`config.mk`:
```
export PLATFORM = sky130hd
export DESIGN_NAME = leaf_stage_fifo
export DESIGN_NICKNAME = d
export VERILOG_FILES = /design/src/rtl/leaf_stage_pkg.sv /design/src/rtl/leaf_stage_fifo_ctrl.sv /design/src/rtl/leaf_stage_fifo.sv
export SDC_FILE = /design/constraint.sdc
export NUM_CORES = 1
export LEC_CHECK = 0
export ABC_AREA = 1
export CAP_MARGIN = 10
export CORE_ASPECT_RATIO = 1.4
export CORE_MARGIN = 2
export CORE_UTILIZATION = 48
export CTS_CLUSTER_DIAMETER = 60
export DETAILED_ROUTE_END_ITERATION = 12
export PLACE_DENSITY_LB_ADDON = 0.1
export SLEW_MARGIN = 20
export SYNTH_ARGS = -nofsm -noshare
export SYNTH_HDL_FRONTEND = slang
export SYNTH_SLANG_ARGS = --single-unit
```
`constraint.sdc`:
```
create_clock -name clk -period 1.91 [get_ports clk]
set_input_delay 0.382 -clock clk [delete_from_list [all_inputs] [get_ports clk]]
set_output_delay 0.382 -clock clk [all_outputs]
set_load 0.005 [all_outputs]
```
`src/rtl/leaf_stage_pkg.sv`:
```
// leaf_stage_pkg: shared constants, types and helpers for the leaf FIFO stage.
// Holds default sizing, drop-counter width and the saturating increment.
package leaf_stage_pkg;

  localparam int LEAF_DATA_W_DEF = 8;
  localparam int LEAF_DEPTH_DEF  = 4;
  localparam int DROP_CNT_W      = 16;

  typedef logic [LEAF_DATA_W_DEF-1:0] leaf_word_t;
  typedef logic [DROP_CNT_W-1:0]      drop_cnt_t;

  function automatic drop_cnt_t sat_inc(input drop_cnt_t v);
    return (&v) ? v : v + 1'b1;
  endfunction

endpackage

```
`src/rtl/leaf_stage_fifo_ctrl.sv`:
```
// leaf_stage_fifo_ctrl: pointer, occupancy and drop-count bookkeeping.
// Ports: clk, rst, in_valid, out_ready -> push, pop, wr_ptr, rd_ptr,
//        count, full, empty, drop_cnt.
module leaf_stage_fifo_ctrl
  import leaf_stage_pkg::*;
#(
  parameter  int DEPTH = LEAF_DEPTH_DEF,
  localparam int AW    = $clog2(DEPTH),
  localparam int CW    = AW + 1
) (
  input  logic          clk,
  input  logic          rst,
  input  logic          in_valid,
  input  logic          out_ready,
  output logic          push,
  output logic          pop,
  output logic [AW-1:0] wr_ptr,
  output logic [AW-1:0] rd_ptr,
  output logic [CW-1:0] count,
  output logic          full,
  output logic          empty,
  output drop_cnt_t     drop_cnt
);

  // full/empty come from the registered count only, so in_ready never
  // depends combinationally on out_ready.
  assign full  = (count == CW'(DEPTH));
  assign empty = (count == '0);
  assign push  = in_valid & ~full;
  assign pop   = out_ready & ~empty;

  always_ff @(posedge clk) begin
    if (rst) begin
      wr_ptr <= '0;
      rd_ptr <= '0;
    end else begin
      // DEPTH is a power of two, so the natural roll-over is the wrap.
      if (push) wr_ptr <= wr_ptr + 1'b1;
      if (pop)  rd_ptr <= rd_ptr + 1'b1;
    end
  end

  always_ff @(posedge clk) begin
    if (rst) begin
      count <= '0;
    end else begin
      unique case ({push, pop})
        2'b10:   count <= count + 1'b1;
        2'b01:   count <= count - 1'b1;
        default: count <= count;
      endcase
    end
  end

  always_ff @(posedge clk) begin
    if (rst) begin
      drop_cnt <= '0;
    end else if (in_valid && full) begin
      drop_cnt <= sat_inc(drop_cnt);
    end
  end

endmodule

```
`src/rtl/leaf_stage_fifo.sv`:
```
// leaf_stage_fifo: valid/ready FIFO stage, registered storage, comb read.
// Ports: clk, rst, in_valid/in_data/in_ready, out_valid/out_data/out_ready,
//        count, drop_cnt; parity_err when LEAF_STAGE_FIFO_PARITY_EN defined.
module leaf_stage_fifo
  import leaf_stage_pkg::*;
#(
  parameter  int DATA_W = $bits(leaf_word_t),
  parameter  int DEPTH  = LEAF_DEPTH_DEF,
  localparam int AW     = $clog2(DEPTH),
  localparam int CW     = AW + 1
) (
  input  logic              clk,
  input  logic              rst,
  input  logic              in_valid,
  input  logic [DATA_W-1:0] in_data,
  output logic              in_ready,
  output logic              out_valid,
  output logic [DATA_W-1:0] out_data,
  input  logic              out_ready,
  output logic [CW-1:0]     count,
  output drop_cnt_t         drop_cnt
`ifdef LEAF_STAGE_FIFO_PARITY_EN
  ,
  output logic              parity_err
`endif
);

  logic          push;
  logic          pop;
  logic          full;
  logic          empty;
  logic          wr_en;
  logic [AW-1:0] wr_ptr;
  logic [AW-1:0] rd_ptr;

  logic [DATA_W-1:0] mem [DEPTH];

  leaf_stage_fifo_ctrl #(
    .DEPTH(DEPTH)
  ) u_ctrl (
    .clk      (clk),
    .rst      (rst),
    .in_valid (in_valid),
    .out_ready(out_ready),
    .push     (push),
    .pop      (pop),
    .wr_ptr   (wr_ptr),
    .rd_ptr   (rd_ptr),
    .count    (count),
    .full     (full),
    .empty    (empty),
    .drop_cnt (drop_cnt)
  );

  assign in_ready  = ~full;
  assign out_valid = ~empty;

  // A push in the reset cycle must not land in storage.
  assign wr_en = push & ~rst;

  always_ff @(posedge clk) begin
    if (wr_en) mem[wr_ptr] <= in_data;
  end

  assign out_data = mem[rd_ptr];

`ifdef LEAF_STAGE_FIFO_PARITY_EN
  logic par_mem [DEPTH];

  always_ff @(posedge clk) begin
    if (wr_en) par_mem[wr_ptr] <= ^in_data;
  end

  // Gated by out_valid, which is low straight out of reset.
  assign parity_err = out_valid & ((^out_data) != par_mem[rd_ptr]);
`endif

  logic unused_pop;
  assign unused_pop = pop;

endmodule

```
==> results of run 1 <==
==> cells in the final DEF, fill, tap and decap left out, drive strengths merged <==
cell type / count
clkdlybuf4s50: 32
dlymetal6s2s: 1
fa: 1
dfxtp: 25
a21boi: 1
clkinv: 4
nand2: 45
nor3: 2
a21oi: 20
o22ai: 8
ha: 6
inv: 28
nor2: 64
o21ai: 23
buf: 20
nand4: 2
dlygate4sd2: 7
clkbuf: 10
xor2: 2
edfxtp: 32
nand3: 22
clkinvlp: 2
==> registers in the layout (all words and copies together) (netlist names), named ones only <==
| register | count |
|---|---|
| mem | 32 |
| u_ctrl.drop_cnt | 16 |
| u_ctrl.count | 3 |
| u_ctrl.rd_ptr | 2 |
| u_ctrl.wr_ptr | 2 |
==> worst paths after layout <==
check                                  endpoint  slack, ps  cells after the start
worst max-delay path                   in_ready         50                      4
worst min-delay path                  flip-flop        460                      2
worst max register to register  u_ctrl.count[2]        120                     10
worst min register to register        flip-flop        460                      2
==> critical path, cell delays in order, from the launching register on <==
cell,delay [ps]
dfxtp_1,390
nor2_4,60
nand2_2,60
buf_4,120
clkdlybuf4s50_1,500
==> final cells by class <==
type / instances / area, µm² / area share
Clock buffer: 10 / 128 / 0.0378
Clock inverter: 6 / 35.0 / 0.0104
Inverter: 28 / 105 / 0.0311
Multi-Input combinational cell: 196 / 993 / 0.294
Sequential cell: 57 / 1470 / 0.435
Tap cell: 66 / 82.6 / 0.0245
Timing Repair Buffer: 60 / 564 / 0.167
==> cell families (layout without fill, tap and decap cells) <==
group | count (synthesis) | in the layout | synth area share
adder cells (fa/ha/maj) | 7 | 7 | 0.0367
flip-flops | 57 | 57 | 0.563
buffers and inverters | 34 | 104 | 0.0579
XOR/XNOR | 2 | 2 | 0.00675
AO/OA/AOI/OAI | 52 | 52 | 0.105
AND/OR/NAND/NOR | 135 | 135 | 0.230
==> through the flow <==
stage	hold slack [ps]	total power (W)	util
2_1_floorplan	436	0.00189	-
3_3_place_gp	450	0.00238	0.613
3_5_place_dp	463	0.00240	0.613
4_1_cts	466	0.00333	0.648
5_1_grt	511	0.00348	0.649
6_report	463	0.00329	0.649
==> power by group <==
| part | switching [W] | internal [W] | total (W) |
|---|---|---|---|
| registers | 0.0000750 | 0.00140 | 0.00148 |
| logic | 0.000432 | 0.000456 | 0.000888 |
| clock network | 0.000471 | 0.000460 | 0.000931 |
| total | 0.000978 | 0.00232 | 0.00329 |
==> metal layers <==
metal / share of wire / wire (µm) / GRT usage
met1: 0.40 / 2180 / 0.194
met3: 0.044 / 239 / 0.0483
met5: 0 / 0 / 0
met2: 0.53 / 2870 / 0.357
met4: 0.025 / 133 / 0.105
==> timing repair <==
item	in CTS	in global routing
pin swaps	0	1
resized for setup	16	6
gates cloned	1	0
buffers inserted	0	0
endpoints found under the setup margin	9	2
==> results.ini, run 1 <==
[status]
status=complete, no violations

[synth]
synth_nets=306
synth_area_leader_cell=edfxtp_1
synth_edf_count=32
avgSynthCellArea_um2=9.04
ys_top_cells_by_area=edfxtp_1 (37%), dfxtp_1 (19%), nor2_1 (8.4%)
synthMostInstantiatedCell=nor2_1
yosysTopAreaCellShare=0.370
syn_inst=287
synth-main-ff-cell=edfxtp_1
yosys_warnings=0
synth_top_cells_by_count=nor2_1 (58), nand2_1 (43), edfxtp_1 (32)
ys_seq_area_frac=0.563
syn-cell-area_um2=2590
synth_cell_types=23
synth-seq-cells=57
async_flop_share=0

[sta]
skew_ps=7.57
setup_ws_ps=54.6
tns_ps=0
relSlewSlack=0.808
report.final.slew_viol_count=0
fin_crit_ps=1860
fmax_mhz=539
rsz0062_at_grt=false
setup_viol=0
tightest_slew_ps=288
finalHoldViolCount=0
finalCritPeriodShare=0.971

[place]
place_area_um2=3190
dp.cells=406
dp_slack_ps=-309
dp_hpwl_um=3770
port_buffers=40
gp_congestion=0.800

[floorplanning]
ios=41
die_w_um=66.1
fp.dieH_um=91.0
die-area_um2=6020
rows=31
start_util=0.499
coreArea_um2=5200

[power]
p_per_area_nw_per_um2=976
ir_drop_v=0.000589
p_leak_nw=1.27

[global_route]
grt_usage=0.195
grt_pass1_wl_um=8790
grt_pass1_vias=2037
overflow=0
antenna_found_initial=0
grt_max_degree=22

[setup_path]
end_kind=output port
crit_start=u_ctrl.count[0]
cp_data_arrival_time_ps=1470
critPathKind=flip-flop to output port
path_max_fanout=4
start_kind=flip-flop
regToRegStartpoint=u_ctrl.count[1]
worst_ep_required_time_ps=1530

[cells_and_area]
fin_nets=371
final_area_um2=3380
diodes=0
drive_above_1_share=0.143
fill_cells=459
final_cells=423
area_growth_pct=30.1

[min_path]
min_path_type=flip-flop to flip-flop
min-delay-start=u_ctrl.rd_ptr[1]

[routing]
ant_nets=0
drc=0
avgRoutedWirePerCell_um=12.8
routed_wirelength_um=5420
drt_first_pass_iters=4
drtIter0Drc=129
route.vias.total=2117
vias_per_cell=5.00

[run]
cap_violations=0

[cts]
cts_buffer_depth=2
hold_buffers=0
clock_insertion_delay_worst_skew_ps=330
cts_tree=yes
cts_htree_levels=3
clk_pin_slew_ps=70
cts-root-buf=clkbuf_8
numCtsBuffers=9
numClockSinks=57

Power figures use the tool's default switching activity.
==> run 2, diff against run 1 <==
--- a/config.mk
+++ b/config.mk
@@ -13,6 +13,7 @@
 export CTS_CLUSTER_DIAMETER = 60
 export DETAILED_ROUTE_END_ITERATION = 12
 export PLACE_DENSITY_LB_ADDON = 0.1
+export REMOVE_ABC_BUFFERS = 1
 export SLEW_MARGIN = 20
 export SYNTH_ARGS = -nofsm -noshare
 export SYNTH_HDL_FRONTEND = slang
==> results.ini, run 2 (synthesis gave the netlist of run 1 again) <==
[status]
status=complete, no violations

[cells_and_area]
final_common_cell=nor2_1
fin_nets=371
area_growth_pct=32.3
fill_cells=449
largest_registers=mem x32, u_ctrl.drop_cnt x16, u_ctrl.count x3
diodes=0
final_area_um2=3430
final_cells=423
drive_above_1_share=0.132
max_flop_register=mem
largest_reg_flops=32
mostFrequentLayoutCells=nor2_1 (58), nand2_1 (43), edfxtp_1 (32)

[cts]
cts_buffer_depth=2
cts-root-buf=clkbuf_8
cts_tree=yes
numCtsBuffers=9
clk_pin_slew_ps=60
numClockSinks=57
hold_buffers=0
clock_insertion_delay_worst_skew_ps=330
cts_htree_levels=3

[sta]
finalHoldViolCount=0
setup_viol=0
tightest_slew_ps=330
fmax_mhz=554
fin_crit_ps=1800
report.final.slew_viol_count=0
rsz0062_at_grt=false
relSlewSlack=0.779
skew_ps=7.04
finalCritPeriodShare=0.945

[global_route]
grt_pass1_wl_um=8930
grt_pass1_vias=2084
overflow=0
grt_usage=0.194
grt_max_degree=22
antenna_found_initial=0

[floorplanning]
fp.dieH_um=91.0
coreArea_um2=5200
start_util=0.499
die-area_um2=6020
die_w_um=66.1
ios=41
rows=31

[routing]
routed_wirelength_um=5360
drc=0
vias_per_cell=5.03
avgRoutedWirePerCell_um=12.7
drtIter0Drc=86
drt_first_pass_iters=4
ant_nets=0
route.vias.total=2128

[power]
ir_drop_v=0.000641
p_leak_nw=1.30
p_per_area_nw_per_um2=1040
fin_total_pwr_w=0.00357

[min_path]
min_path_type=flip-flop to flip-flop

[place]
gp_congestion=0.854
dp_hpwl_um=3780
dp.cells=406
place_area_um2=3200
port_buffers=40

[setup_path]
path_max_fanout=16
cp_data_arrival_time_ps=1420
end_kind=output port
start_kind=flip-flop
worst_ep_required_time_ps=1530
critPathKind=flip-flop to output port

[run]
cap_violations=0

[run 2: changes by cell type in the layout (fill, tap and decap cells not counted), moves of 2 or more]
cell        change
bufinv_16       +2
clkinv_2        -4
clkinv_1        +2
clkinvlp_4      -2
[run 2: worst paths after layout]
path                         start  slack (ps)  depth (start not counted)              end
hold reg to reg   u_ctrl.rd_ptr[1]         470                          2        flip-flop
setup reg to reg   u_ctrl.count[1]         170                         10  u_ctrl.count[2]
setup / recovery         flip-flop         110                          5      out_data[7]
hold / removal    u_ctrl.rd_ptr[1]         470                          2        flip-flop
[run 2: final cells by class]
cell class              instances  area, µm²  area share
repair buffers                 60        572       0.167
well taps                      66       82.6      0.0241
multi-input cells             196        993       0.290
inverters                      28        105      0.0306
clock buffers                  12        145      0.0423
flip-flops and latches         57       1470       0.427
clock inverters                 4       67.6      0.0197
[run 2: per-stage QoR]
stage / setup WS, ps / util / setup TNS, ps / hold slack, ps
6_report: 105 / 0.660 / 0 / 466
5_1_grt: 6.95 / 0.660 / 0 / 515
4_1_cts: 7.32 / 0.657 / 0 / 473
3_5_place_dp: -335 / 0.616 / -520 / 466
3_3_place_gp: -273 / 0.616 / -402 / 453
2_1_floorplan: 42.4 / - / 0 / 439
[run 2: routing by layer]
metal | routed length (µm) | global-route usage | vias to the layer above
met5 | 0 | 0 | -
met1 | 2140 | 0.201 | 985
met3 | 238 | 0.0545 | 6
met2 | 2910 | 0.352 | 47
met4 | 76 | 0.0850 | 0
li1 | - | - | 1090
[run 2: timing repair]
action	CTS	global route
gates resized for setup	14	5
setup endpoints to repair	9	2
setup buffers	0	1
cloned	0	0
pin swaps	1	1
[run 2: critical path, cell delays in order (launching register included)]
cell	delay, ps
dfxtp_2	350
inv_1	70
buf_12	140
o21ai_0	150
o22ai_1	110
dlygate4sd2_1	270
[run 2: power by group]
part / leakage, nW / switching [W] / internal (W)
clock: 0.106 / 0.000444 / 0.000762
sequential: 0.495 / 0.0000696 / 0.00140
combinational: 0.696 / 0.000439 / 0.000456
==> run 3, diff against run 2 <==
--- a/config.mk
+++ b/config.mk
@@ -12,7 +12,7 @@
 export CORE_UTILIZATION = 48
 export CTS_CLUSTER_DIAMETER = 60
 export DETAILED_ROUTE_END_ITERATION = 12
-export PLACE_DENSITY_LB_ADDON = 0.1
+export PLACE_DENSITY = 0.79
 export REMOVE_ABC_BUFFERS = 1
 export SLEW_MARGIN = 20
 export SYNTH_ARGS = -nofsm -noshare
==> results.ini, run 3 (synthesis gave the netlist of run 1 again) <==
[min_path]
hold_depth=2
min-delay-start=u_ctrl.rd_ptr[1]
min_path_type=flip-flop to flip-flop

[cts]
numClockSinks=57
clk_pin_slew_ps=60
cts_buffer_depth=2
clock_insertion_delay_worst_skew_ps=330
cts_tree=yes
cts-root-buf=clkbuf_8
cts_htree_levels=3
numCtsBuffers=9

[sta]
rsz0062_at_grt=true
relSlewSlack=0.825
setup_ws_ps=96.3
tightest_slew_ps=262
setup_viol=0
fmax_mhz=551
fin_crit_ps=1810
report.final.slew_viol_count=0
skew_ps=7.51
finalCritPeriodShare=0.950
finalHoldViolCount=0

[routing]
ant_nets=0
avgRoutedWirePerCell_um=12.6
drt_first_pass_iters=4
drc=0
route.vias.total=2152
routed_wirelength_um=5320
vias_per_cell=5.10
drtIter0Drc=103

[global_route]
overflow=0
antenna_found_initial=0
grt_pass1_vias=1977
grt_pass1_wl_um=8610
grt_usage=0.187
grt_max_degree=22

[setup_path]
path_common_cell=o21ai_1
worst_ep_required_time_ps=2130
start_kind=input port
reg2regPathDepth=10
r2r_setup_slack_ps=120
max_stage_delay_ps=450
worstReg2RegEnd=u_ctrl.count[2]
path_max_fanout=2
regToRegStartpoint=u_ctrl.count[0]
critPathSlowestCell=clkdlybuf4s50_1
cp_data_arrival_time_ps=2030
end_kind=flip-flop
crit_path_cell_trace=clkdlybuf4s50_1 > a21boi_2 > ha_1 > inv_1 > fa_2 > a21oi_2 > o21ai_1 > o21ai_1 > a21oi_1
critPathKind=input port to flip-flop

[floorplanning]
die-area_um2=6020
fp.dieH_um=91.0
coreArea_um2=5200
start_util=0.499
rows=31
die_w_um=66.1
ios=41

[place]
gp_congestion=0.858
port_buffers=40
dp_slack_ps=-302
dp_hpwl_um=3650

[cells_and_area]
fin_nets=370
diodes=0
mostFrequentLayoutCells=nor2_1 (58), nand2_1 (42), edfxtp_1 (32)
max_flop_register=mem
largest_registers=mem x32, u_ctrl.drop_cnt x16, u_ctrl.count x3
final_common_cell=nor2_1
area_growth_pct=30.9
fill_cells=434
drive_above_1_share=0.146
largest_reg_flops=32

[power]
p_leak_nw=1.27
ir_drop_v=0.000788
p_per_area_nw_per_um2=1000
fin_total_pwr_w=0.00340

[run]
cap_violations=0

[status]
status=complete, no violations

==> run 3: cell types whose count changed in the layout (fill, tap and decap cells not counted), moves of 2 or more <==
cell,previous run,this run
bufinv_16,2,0
clkbuf_1,2,0
clkinv_2,0,2
o21ai_0,21,19
o21ai_1,2,4
==> run 3: worst max-delay path, delay by kind of cell <==
kind | cells | cell delay, ps
compound gates | 5 | 610
buf+inv | 2 | 510
fa+ha+maj | 2 | 520
==> run 3: layout make-up <==
type,count,area [µm²],area share
well taps,66,82.6,0.0243
clock buffers,11,151,0.0446
flip-flops and latches,57,1470,0.432
clock inverters,5,30.0,0.00884
repair buffers,59,561,0.165
inverters,28,105,0.0310
multi-input cells,196,1000,0.294
==> run 3: how the worst max path moves through the flow <==
stage	start	end	slack, ps	cells after the start
global route	u_ctrl.count[0]	u_ctrl.count[2]	-9	10
CTS	u_ctrl.count[1]	in_ready	8	4
global placement	out_ready	u_ctrl.count[2]	-270	9
detailed placement	out_ready	u_ctrl.count[2]	-300	9
floorplan	u_ctrl.count[2]	u_ctrl.count[2]	40	9
finish	out_ready	u_ctrl.count[2]	100	9
==> run 3: per-layer routing <==
layer	up-vias	GRT usage	wire length, µm
met5	-	0	0
met4	0	0.0969	131
met3	10	0.0397	228
met2	47	0.329	2770
met1	1004	0.205	2190
li1	1091	-	-
==> run 3: metrics by stage <==
stage,TNS (ps),hold slack (ps),cell area [µm²],utilization,instances
after global routing,-8.68,504,3400,0.653,422
final,0,461,3400,0.653,422
after floorplan,0,439,2550,-,281
after CTS,0,462,3380,0.651,421
after detailed placement,-446,458,3190,0.614,405
after global placement,-405,451,3190,0.614,405
==> run 3: what timing repair did <==
item	4_1_cts	5_1_grt
setup endpoints to repair	10	4
resized for setup	17	6
endpoints found under the hold margin	0	0
hold buffers	0	0
pin swaps	1	2
buffers inserted	0	1
==> run 3: report_power, final <==
part           total (W)  internal [W]  switching (W)  leakage (nW)
logic           0.000927      0.000474       0.000454         0.685
registers        0.00147       0.00140      0.0000707         0.495
clock network    0.00100      0.000534       0.000471        0.0927
